===== config.mk =====
export PLATFORM = sky130hd
export DESIGN_NAME = pe_accum_part_sum_fsm
export DESIGN_NICKNAME = d
export VERILOG_FILES = /design/src/rtl/pe_accum_part_sum_fsm.sv
export SDC_FILE = /design/constraint.sdc
export NUM_CORES = 1
export LEC_CHECK = 0
export BUFFER_PORTS_ARGS = -buffer_cell sky130_fd_sc_hd__buf_2
export CAP_MARGIN = 30
export CORE_MARGIN = 2
export CORE_UTILIZATION = 60
export DETAILED_ROUTE_END_ITERATION = 7
export MAX_ROUTING_LAYER = met4
export PLACE_DENSITY_LB_ADDON = 0.25
export SETUP_SLACK_MARGIN = 0.05
export SKIP_CTS_REPAIR_TIMING = 1
export SLEW_MARGIN = 20
export SYNTH_ARGS = -nofsm -noshare
export SYNTH_HDL_FRONTEND = slang
export SYNTH_SLANG_ARGS = --single-unit

===== constraint.sdc =====
create_clock -name clk -period 10.15 [get_ports clk]
set_clock_uncertainty 0.2 [all_clocks]
set_input_delay 0 -clock clk [delete_from_list [all_inputs] [get_ports clk]]
set_output_delay 0 -clock clk [all_outputs]
set_load 0.02 [all_outputs]

===== src/rtl/pe_accum_part_sum_fsm.sv =====
// ----------------------------------------------------------------------------
// pe_accum_part_sum_fsm
//
// Accumulates partial sums received from the network interface into a
// per-rank register file. Each round expects rank_no * contrib_no beats. A
// beat is read-modify-written over two cycles:
//   cycle t   : accept beat, issue register-file read
//   cycle t+1 : add beat data to the base value and write the result back
// The first contribution to a rank uses a base of zero. This is tracked by a
// per-rank "seen" vector, so the register file needs no clearing between
// rounds. Back-to-back beats to the same rank take their base from the
// previous cycle's write, because that write is not yet readable.
//
// Optional feature (define the macro to enable):
//   PART_SUM_SAT_EN : saturate the addition to the signed DATA_W range
//                     (default build wraps modulo 2^DATA_W)
//
// Ports
//   clk, rst            : clock, asynchronous active-high reset
//   PE_IDX              : PE index, used only for identification in simulation
//   start               : pulse that opens a round (ignored while accumulating)
//   rank_no, contrib_no : round geometry, sampled on start
//   recv_rdy            : ready to accept a beat
//   part_sum_recv_*     : incoming beat (valid, rank index, data)
//   acc_read_*          : register-file read port (data valid one cycle later)
//   acc_write_*         : register-file write port
//   fin_rx_part_sum     : one-cycle pulse when the round completes
//   addr_err            : sticky flag for a beat with rank index >= rank_no
// ----------------------------------------------------------------------------
module pe_accum_part_sum_fsm #(
    parameter int unsigned DATA_W = 16,
    parameter int unsigned RANK_W = 5,
    parameter int unsigned CNT_W  = 6
) (
    input  logic              clk,
    input  logic              rst,
    input  logic [5:0]        PE_IDX,
    input  logic              start,
    input  logic [RANK_W-1:0] rank_no,
    input  logic [CNT_W-1:0]  contrib_no,
    output logic              recv_rdy,
    input  logic              part_sum_recv_en,
    input  logic [RANK_W-1:0] part_sum_recv_addr,
    input  logic [DATA_W-1:0] part_sum_recv_data,
    output logic              acc_read_en,
    output logic [RANK_W-1:0] acc_read_addr,
    input  logic [DATA_W-1:0] acc_read_data,
    output logic              acc_write_en,
    output logic [RANK_W-1:0] acc_write_addr,
    output logic [DATA_W-1:0] acc_write_data,
    output logic              fin_rx_part_sum,
    output logic              addr_err
);

    localparam int unsigned BC_W  = RANK_W + CNT_W;
    localparam int unsigned NRANK = 2 ** RANK_W;

    localparam logic [0:0] S_IDLE  = 1'b0;
    localparam logic [0:0] S_ACCUM = 1'b1;

    localparam logic [BC_W-1:0] BC_ONE = 1;

    logic [0:0]        r_state;
    logic [RANK_W-1:0] r_rank_no;
    logic [CNT_W-1:0]  r_contrib_no;
    logic [BC_W-1:0]   r_beat_cnt;
    logic [NRANK-1:0]  r_seen;
    logic              r_addr_err;
    logic              r_zero_fin;

    // Stage 1: beat accepted in the previous cycle
    logic              r_s1_valid;   // in-range beat, write pending
    logic              r_s1_last;    // last expected beat of the round
    logic [RANK_W-1:0] r_s1_addr;
    logic [DATA_W-1:0] r_s1_data;

    // Previous cycle's write, used as base for back-to-back same-rank beats
    logic              r_prev_wen;
    logic [RANK_W-1:0] r_prev_waddr;
    logic [DATA_W-1:0] r_prev_wdata;

    logic [BC_W-1:0]   w_total;
    logic              w_accept;
    logic              w_in_range;
    logic              w_last;
    logic [DATA_W-1:0] w_base;
    logic [DATA_W-1:0] w_sum;
    logic              w_unused_pe_idx;

    assign w_unused_pe_idx = ^PE_IDX;

    assign w_total    = BC_W'(r_rank_no) * BC_W'(r_contrib_no);
    assign recv_rdy   = (r_state == S_ACCUM) && (r_beat_cnt < w_total);
    assign w_accept   = part_sum_recv_en && recv_rdy;
    assign w_in_range = part_sum_recv_addr < r_rank_no;
    assign w_last     = w_accept && ((r_beat_cnt + BC_ONE) == w_total);

    assign acc_read_en   = w_accept && w_in_range;
    assign acc_read_addr = acc_read_en ? part_sum_recv_addr : '0;

    always_comb begin
        w_base = '0;
        if (r_seen[r_s1_addr]) begin
            if (r_prev_wen && (r_prev_waddr == r_s1_addr)) begin
                w_base = r_prev_wdata;
            end else begin
                w_base = acc_read_data;
            end
        end
    end

`ifdef PART_SUM_SAT_EN
    logic [DATA_W:0] w_sum_ext;

    always_comb begin
        w_sum_ext = {w_base[DATA_W-1], w_base} + {r_s1_data[DATA_W-1], r_s1_data};
        // Overflow when the extended sign disagrees with the result sign
        if (w_sum_ext[DATA_W] != w_sum_ext[DATA_W-1]) begin
            w_sum = w_sum_ext[DATA_W] ? {1'b1, {(DATA_W-1){1'b0}}}
                                      : {1'b0, {(DATA_W-1){1'b1}}};
        end else begin
            w_sum = w_sum_ext[DATA_W-1:0];
        end
    end
`else
    assign w_sum = w_base + r_s1_data;
`endif

    assign acc_write_en    = r_s1_valid;
    assign acc_write_addr  = r_s1_valid ? r_s1_addr : '0;
    assign acc_write_data  = r_s1_valid ? w_sum : '0;
    assign fin_rx_part_sum = r_s1_last || r_zero_fin;
    assign addr_err        = r_addr_err;

    always_ff @(posedge clk or posedge rst) begin
        if (rst) begin
            r_state      <= S_IDLE;
            r_rank_no    <= '0;
            r_contrib_no <= '0;
            r_beat_cnt   <= '0;
            r_seen       <= '0;
            r_addr_err   <= 1'b0;
            r_zero_fin   <= 1'b0;
            r_s1_valid   <= 1'b0;
            r_s1_last    <= 1'b0;
            r_s1_addr    <= '0;
            r_s1_data    <= '0;
            r_prev_wen   <= 1'b0;
            r_prev_waddr <= '0;
            r_prev_wdata <= '0;
        end else begin
            r_zero_fin   <= 1'b0;
            r_s1_valid   <= acc_read_en;
            r_s1_last    <= w_last;
            r_prev_wen   <= acc_write_en;
            r_prev_waddr <= acc_write_addr;
            r_prev_wdata <= acc_write_data;

            if (w_accept) begin
                r_s1_addr  <= part_sum_recv_addr;
                r_s1_data  <= part_sum_recv_data;
                r_beat_cnt <= r_beat_cnt + BC_ONE;
                if (!w_in_range) begin
                    r_addr_err <= 1'b1;
                end
            end

            if (r_s1_valid) begin
                r_seen[r_s1_addr] <= 1'b1;
            end

            case (r_state)
                S_IDLE: begin
                    if (start) begin
                        r_rank_no    <= rank_no;
                        r_contrib_no <= contrib_no;
                        r_beat_cnt   <= '0;
                        r_seen       <= '0;
                        r_addr_err   <= 1'b0;
                        // An empty round completes immediately without leaving IDLE
                        if ((rank_no == '0) || (contrib_no == '0)) begin
                            r_zero_fin <= 1'b1;
                        end else begin
                            r_state <= S_ACCUM;
                        end
                    end
                end
                S_ACCUM: begin
                    if (r_s1_last) begin
                        r_state <= S_IDLE;
                    end
                end
                default: r_state <= S_IDLE;
            endcase
        end
    end

endmodule


==> results.md, run 1 <==
* Clk pwr share at 8.9%
* Sw Share at 47.9%
* DR iter-0 viols at 278
* Leak pwr at 3.91 nW
* Syn Area/Cell at 9.22 um^2
* CP arrival at 6.34 ns
* Clk buf depth at 2
* DP HPWL at 10.8 mm
* H-Tree Depth at 3
* CP Launch Point: r_rank_no[4]
* Max_cap viols at 0
* Largest cells by area after synthesis: dfrtp_1, ha_1, nand2_1
* Global-route wire length before repair at 24.8 mm
* Diodes inserted at 0
* Maximum clock rate at 153 MHz
* Fraction of the yosys area taken by sequential cells at 39.0%
* Period utilisation layout at 64.4%
* Vias in the first global route at 5375
* Top cell type by total area after synthesis: dfrtp_1
* Startpoint types: register
* Commonest non-fill, non-tap cell in the layout: dfrtp_1
* Share of cells above drive strength 1 at 14.2%
* Reg2reg setup slack at 4.06 ns
* Area Overhead vs Synth at 17.2%
* Initial core utilization at 60.9%
* Layout Nets at 942
* TritonCTS clock tree: built
* Pre-Repair DR Iteration Count at 5
* R2R depth at 18
* Crit end category: output port
* Routability cong. at 0.941
* Worst setup path class: reg -> out
* Async S/R FF share, synth at 100%
* Die area at 11800 um^2
* Setup TNS Final at 0 ns
* Synth cell types at 50
* Fill cells at 848
* ANT nets after route at 0
* Grt total ovfl at 0
* Worst-margin pin slew at 0.918 ns
* Failing checks: negative hold slack
* GRT Total Usage at 27.5%
* Die extent in y at 108 um
* Switch Pwr at 0.00129 W
* Synth Instances at 709
* Vias per cell at 5.72
* Clock Latency Late Sink at 0.38 ns
* Final setup viols at 0
* Register area at 2550 um^2
* Top FF cell, synth: dfrtp_1
* Sink Count at 102
* WL per Instance at 15.9 um
* Synth top area share at 39.0%
* Drc violations at 0
* Hold slack at -0.0286 ns
* DRT Wirelength at 15.3 mm
* Seq pwr share at 26.5%
* Syn_nets at 830
* I/O pins at 89
* Fin cells at 965
* Initial antenna violation count at 0
* Max rail drop VDD at 0.000246 V
* Hold Crit Class: in -> reg
* Number of synthesized flops with an enable pin at 0
* Largest net degree at the start of global routing at 62
* Fin. Hold Viols at 1
* Die width at 108 um
* PortBufs at 82
* Commonest cells after routing, fill and taps aside: dfrtp_1, nand2_1, nor2_1, buf_2, a21oi_1
* Clock root buffer: clkbuf_8
* Pwr Density at 351 nW/um^2
* Core area at 10700 um^2
* Reg2reg start: r_rank_no[4]
* Worst Path Max Fanout at 25
* Comb pwr share at 64.6%
* Clk slew on worst S/H paths at 0.09 ns
* Status: complete, but fails checks
* Worst EP required at 9.95 ns
* Fin util at 71.3%
* Power Internal at 0.00140 W
* Row cnt at 38
* Yosys reg bits at 102
* Placed insts at 910
* Mapped Area at 6540 um^2
* Slew Viols, Final at 0
* Ys Warns at 0
* R2R Path End: r_s1_last
* Worst rel slew slack at 38.7%
* CTS buffer count at 9
* Multi-input gate area in the final layout at 3760 um^2
* Period minus WS final at 6.54 ns
* CP endpoint: acc_read_addr[0]
* Via count at 5523
* RSZ-0062 raised after global routing: false
[state kept, by name, summed over array words and instances, names as in the netlist]
signal	flops
r_s1_addr	5
r_prev_wdata	16
r_zero_fin	1
r_s1_last	1
r_contrib_no	6
addr_err	1
r_rank_no	5
r_seen	32
r_beat_cnt	11
r_prev_waddr	5
acc_write_en	1
r_s1_data	16
r_state	1
r_prev_wen	1
[final cells by class]
cell class	instances	share of cell area [%]
timing repair buffer	129	11.6
clock buffer	12	2.02
tap	140	2.29
clock inverter	3	0.261
sequential	102	33.3
inverter	27	1.36
multi-input combinational	552	49.1
[synthesized netlist by cell type (2+ instances only)]
cell type and n:
a221oi_1 6, buf_2 5, nor3b_1 4, nand4_1 2, a211o_1 2, a21oi_1 57
or3_1 2, xor2_1 22, a211oi_1 6, nor4_1 4, xnor2_1 25, and2_1 30
nor2_1 86, a21o_1 16, ha_1 50, fa_1 13, inv_1 27, nand2_1 96
nor3_1 9, clkbuf_1 19, o21bai_1 3, dfrtp_1 102, mux2i_1 33, mux2_2 7
nand3_1 14, nand2b_1 5, buf_1 2, o21ai_0 21, nor2b_1 9, and3_1 8
o21a_1 5
[power by group through the flow]
stage	registers, W	logic [W]	clock network (W)
after floorplan	0.000636	0.00139	0
after global placement	0.000715	0.00162	0
after detailed placement	0.000716	0.00170	0
after CTS	0.000709	0.00171	0.000245
after global routing	0.000735	0.00196	0.000261
final	0.000712	0.00174	0.000238
[cells by family (layout without fill, tap and decap cells)]
group | count (synthesis) | after routing | share of synthesized area (%)
AOI/OAI and AO/OA | 128 | 128 | 12.1
xor gates and xnor gates | 48 | 48 | 6.64
adders and majority gates | 63 | 63 | 13.5
buffers and inverters | 55 | 171 | 3.56
DFF | 102 | 102 | 39.0
muxes | 40 | 40 | 6.26
and+or+nand+nor | 273 | 273 | 18.9
[layer usage]
metal / global-route usage, % / share of wire, % / vias to the layer above
li1: - / - / 2638
met1: 34.4 / 42 / 2680
met2: 44.3 / 50 / 162
met3: 5.67 / 5.2 / 43
met4: 9.89 / 2.7 / 0
met5: - / 0 / -
[worst max-delay path: stages, from the launching register on]
cell and delay (ns):
dfrtp_1 0.46, nand2_1 0.12, fa_1 0.53, fa_1 0.52, fa_1 0.54, inv_1 0.04
ha_1 0.35, o21a_1 0.22, a211oi_1 0.25, o21bai_1 0.10, a21oi_1 0.18, xor2_1 0.25
ha_1 0.29, a21o_1 0.16, a21oi_1 0.23, and2_1 0.29, nand2_1 0.58, nor2_1 0.49
and2_1 0.17, buf_2 0.15
[how the worst min path moves through the flow]
stage | slack (ns) | start | endpoint | depth (start not counted)
4_1_cts | -0.66 | rst | r_beat_cnt[8] | 2
3_3_place_gp | -0.25 | rst | r_beat_cnt[9] | 2
6_report | -0.03 | acc_read_data[15] | r_prev_wdata[15] | 5
2_1_floorplan | -0.09 | part_sum_recv_addr[0] | r_s1_addr[0] | 2
5_1_grt | 0.004 | acc_read_data[15] | r_prev_wdata[15] | 5
3_5_place_dp | -0.24 | rst | r_beat_cnt[8] | 2
[stage by stage]
| step | cell area [um^2] | total power [W] | hold WS [ns] | setup slack (ns) |
|---|---|---|---|---|
| 2_1_floorplan | 6540 | 0.00203 | -0.0946 | 4.82 |
| 5_1_grt | 7660 | 0.00296 | 0.00416 | 3.24 |
| 3_5_place_dp | 7080 | 0.00242 | -0.239 | 4.03 |
| 6_report | 7660 | 0.00269 | -0.0286 | 3.61 |
| 3_3_place_gp | 7030 | 0.00233 | -0.246 | 4.11 |
| 4_1_cts | 7260 | 0.00266 | -0.663 | 3.59 |
Note: power is estimated with default switching activity, not from simulation.
==> run 2: changes to the inputs <==
--- a/config.mk
+++ b/config.mk
@@ -8,7 +8,7 @@
 export BUFFER_PORTS_ARGS = -buffer_cell sky130_fd_sc_hd__buf_2
 export CAP_MARGIN = 30
 export CORE_MARGIN = 2
-export CORE_UTILIZATION = 60
+export CORE_UTILIZATION = 53
 export DETAILED_ROUTE_END_ITERATION = 7
 export MAX_ROUTING_LAYER = met4
 export PLACE_DENSITY_LB_ADDON = 0.25
==> constraint.sdc (replaced) <==
create_clock -name clk -period 5.5 [get_ports clk]
set_clock_uncertainty 0.2 [all_clocks]
set_input_delay 0 -clock clk [delete_from_list [all_inputs] [get_ports clk]]
set_output_delay 0 -clock clk [all_outputs]
set_load 0.02 [all_outputs]
==> run 2 against run 1 <==
Effect of this change:
- the flow still finishes with violations (negative hold slack)
- critical path depth grew 1
- sequential cell count is the same
- worst hold slack better by 0.013 ns
- final cell count increased by 2.5%
- clock power rose to 3.0 times the previous value
==> results.md, run 2 (synthesis gave the netlist of run 1 again) <==
* Max_cap viols at 0
* ANT nets after route at 0
* Clk buf depth at 2
* Overall power at 0.00560 W
* Die area at 13200 um^2
* Clock Latency Late Sink at 0.35 ns
* GRT Total Usage at 25.4%
* DRT Wirelength at 16.2 mm
* Max rail drop VDD at 0.000380 V
* Register area at 2560 um^2
* Fill cells at 940
* Largest net degree at the start of global routing at 53
* Most used cell, CP: fa_1
* DP HPWL at 11.3 mm
* Clk slew on worst S/H paths at 0.07 ns
* Die extent in y at 115 um
* CP Buf/Inv Count at 3
* Routability cong. at 0.880
* Diodes inserted at 0
* Drc violations at 0
* Comb pwr share at 64.1%
* Vias in the first global route at 5480
* Top reg by flops: r_seen
* Failing checks: negative hold slack
* Crit end category: output port
* Period utilisation layout at 95.6%
* Fin. Hold Viols at 2
* H-Tree Depth at 3
* Core area at 12000 um^2
* Slew Viols, Final at 0
* Layout Nets at 958
* DR iter-0 viols at 335
* TritonCTS clock tree: built
* DP Worst Slack at 0.0176 ns
* RSZ-0062 raised after global routing: false
* Clock root buffer: clkbuf_16
* Sink Count at 102
* CP delay by family, top: adder cells
* Clk pwr share at 12.6%
* Power Internal at 0.00302 W
* Commonest non-fill, non-tap cell in the layout: dfrtp_1
* Status: complete, but fails checks
* Seq pwr share at 23.3%
* Largest registers: r_seen (32), r_prev_wdata (16), r_s1_data (16)
* Initial core utilization at 54.4%
* Fin util at 66.8%
* Share of cells above drive strength 1 at 19.1%
* I/O pins at 89
* Cell Chain, Critical Path: nand2_1 -> fa_1 -> fa_1 -> fa_1 -> inv_1 -> ha_4 -> o21a_1 -> a211oi_2 -> o21bai_1 -> a21oi_2 -> xor2_1 -> ha_1 -> a21o_1 -> a21oi_2 -> nand2_2 -> nor2_4 -> buf_4 -> nand2_2 -> nor2_1 -> buf_2
* Worst Path Max Fanout at 5
* Hold slack at -0.0155 ns
* Max incr delay on CP at 0.54 ns
* Via count at 5628
* WL per Instance at 16.4 um
* Row cnt at 40
* Worst-margin pin slew at 0.775 ns
* Vias per cell at 5.69
* Leak pwr at 4.07 nW
* Setup TNS Final at 0 ns
* Worst setup path class: reg -> out
* Maximum clock rate at 190 MHz
* CP arrival at 5.06 ns
* Sw Share at 46.1%
* Global-route wire length before repair at 25.7 mm
* Switch Pwr at 0.00258 W
* Commonest cells after routing, fill and taps aside: dfrtp_1, nand2_1, nor2_1, buf_2, a21oi_1
* Grt total ovfl at 0
* Final setup viols at 0
* Initial antenna violation count at 0
* PortBufs at 82
* Hold Crit Class: in -> reg
* Worst EP required at 5.30 ns
* Pre-Repair DR Iteration Count at 5
* Area Overhead vs Synth at 22.7%
* Worst rel slew slack at 48.2%
* Die width at 115 um
* Pwr Density at 698 nW/um^2
* Period minus WS final at 5.26 ns
* CP max stage cell: fa_1
* Max FFs per register at 32
* CTS buffer count at 9
* Startpoint types: register
* Final WS setup at 0.239 ns
* Multi-input gate area in the final layout at 3860 um^2
[run 2: cell type report]
type / count / share of cell area [%]
multi-input cells: 552 / 48.1
clock buffers: 10 / 2.98
well taps: 147 / 2.29
inverters: 27 / 1.29
flip-flops and latches: 102 / 31.8
clock inverters: 6 / 1.14
repair buffers: 145 / 12.4
[run 2: per-layer routing]
metal | up-vias | wire [um] | track usage, %
met3 | 20 | 765 | 5.43
li1 | 2680 | - | -
met4 | 0 | 282 | 8.67
met2 | 164 | 8320 | 42.5
met5 | - | 0 | -
met1 | 2764 | 6840 | 30.4
[run 2: per-stage QoR]
| step | area, um^2 | cells |
|---|---|---|
| final | 8030 | 989 |
| after global routing | 8030 | 989 |
| after CTS | 7480 | 941 |
| after detailed placement | 7150 | 925 |
| after global placement | 7130 | 923 |
| after floorplan | 6540 | 709 |
[run 2: power groups by stage]
stage / Combinational [W] / Clock, W / Sequential, W
floorplan: 0.00257 / 0 / 0.00117
global placement: 0.00310 / 0 / 0.00131
detailed placement: 0.00325 / 0 / 0.00131
CTS: 0.00328 / 0.000723 / 0.00130
global route: 0.00399 / 0.000755 / 0.00134
finish: 0.00359 / 0.000705 / 0.00130
[run 2: path summary, 6_finish.rpt]
check	start	endpoint	slack (ns)	depth (start not counted)
worst max-delay path	r_rank_no[4]	acc_read_addr[2]	0.24	20
worst min-delay path	part_sum_recv_en	r_s1_addr[0]	-0.02	6
worst max register to register	r_rank_no[4]	r_beat_cnt[9]	0.37	19
worst min register to register	r_s1_data[9]	r_s1_data[9]	0.29	2
max in group asynchronous	rst	r_s1_data[0]	3.88	4
min in group asynchronous	rst	r_beat_cnt[3]	0.06	3
[run 2: worst min-delay path: cells and delay by family]
| family | cells | cell delay, ns |
|---|---|---|
| buf+inv | 2 | 0.24 |
| simple gates | 4 | 0.26 |
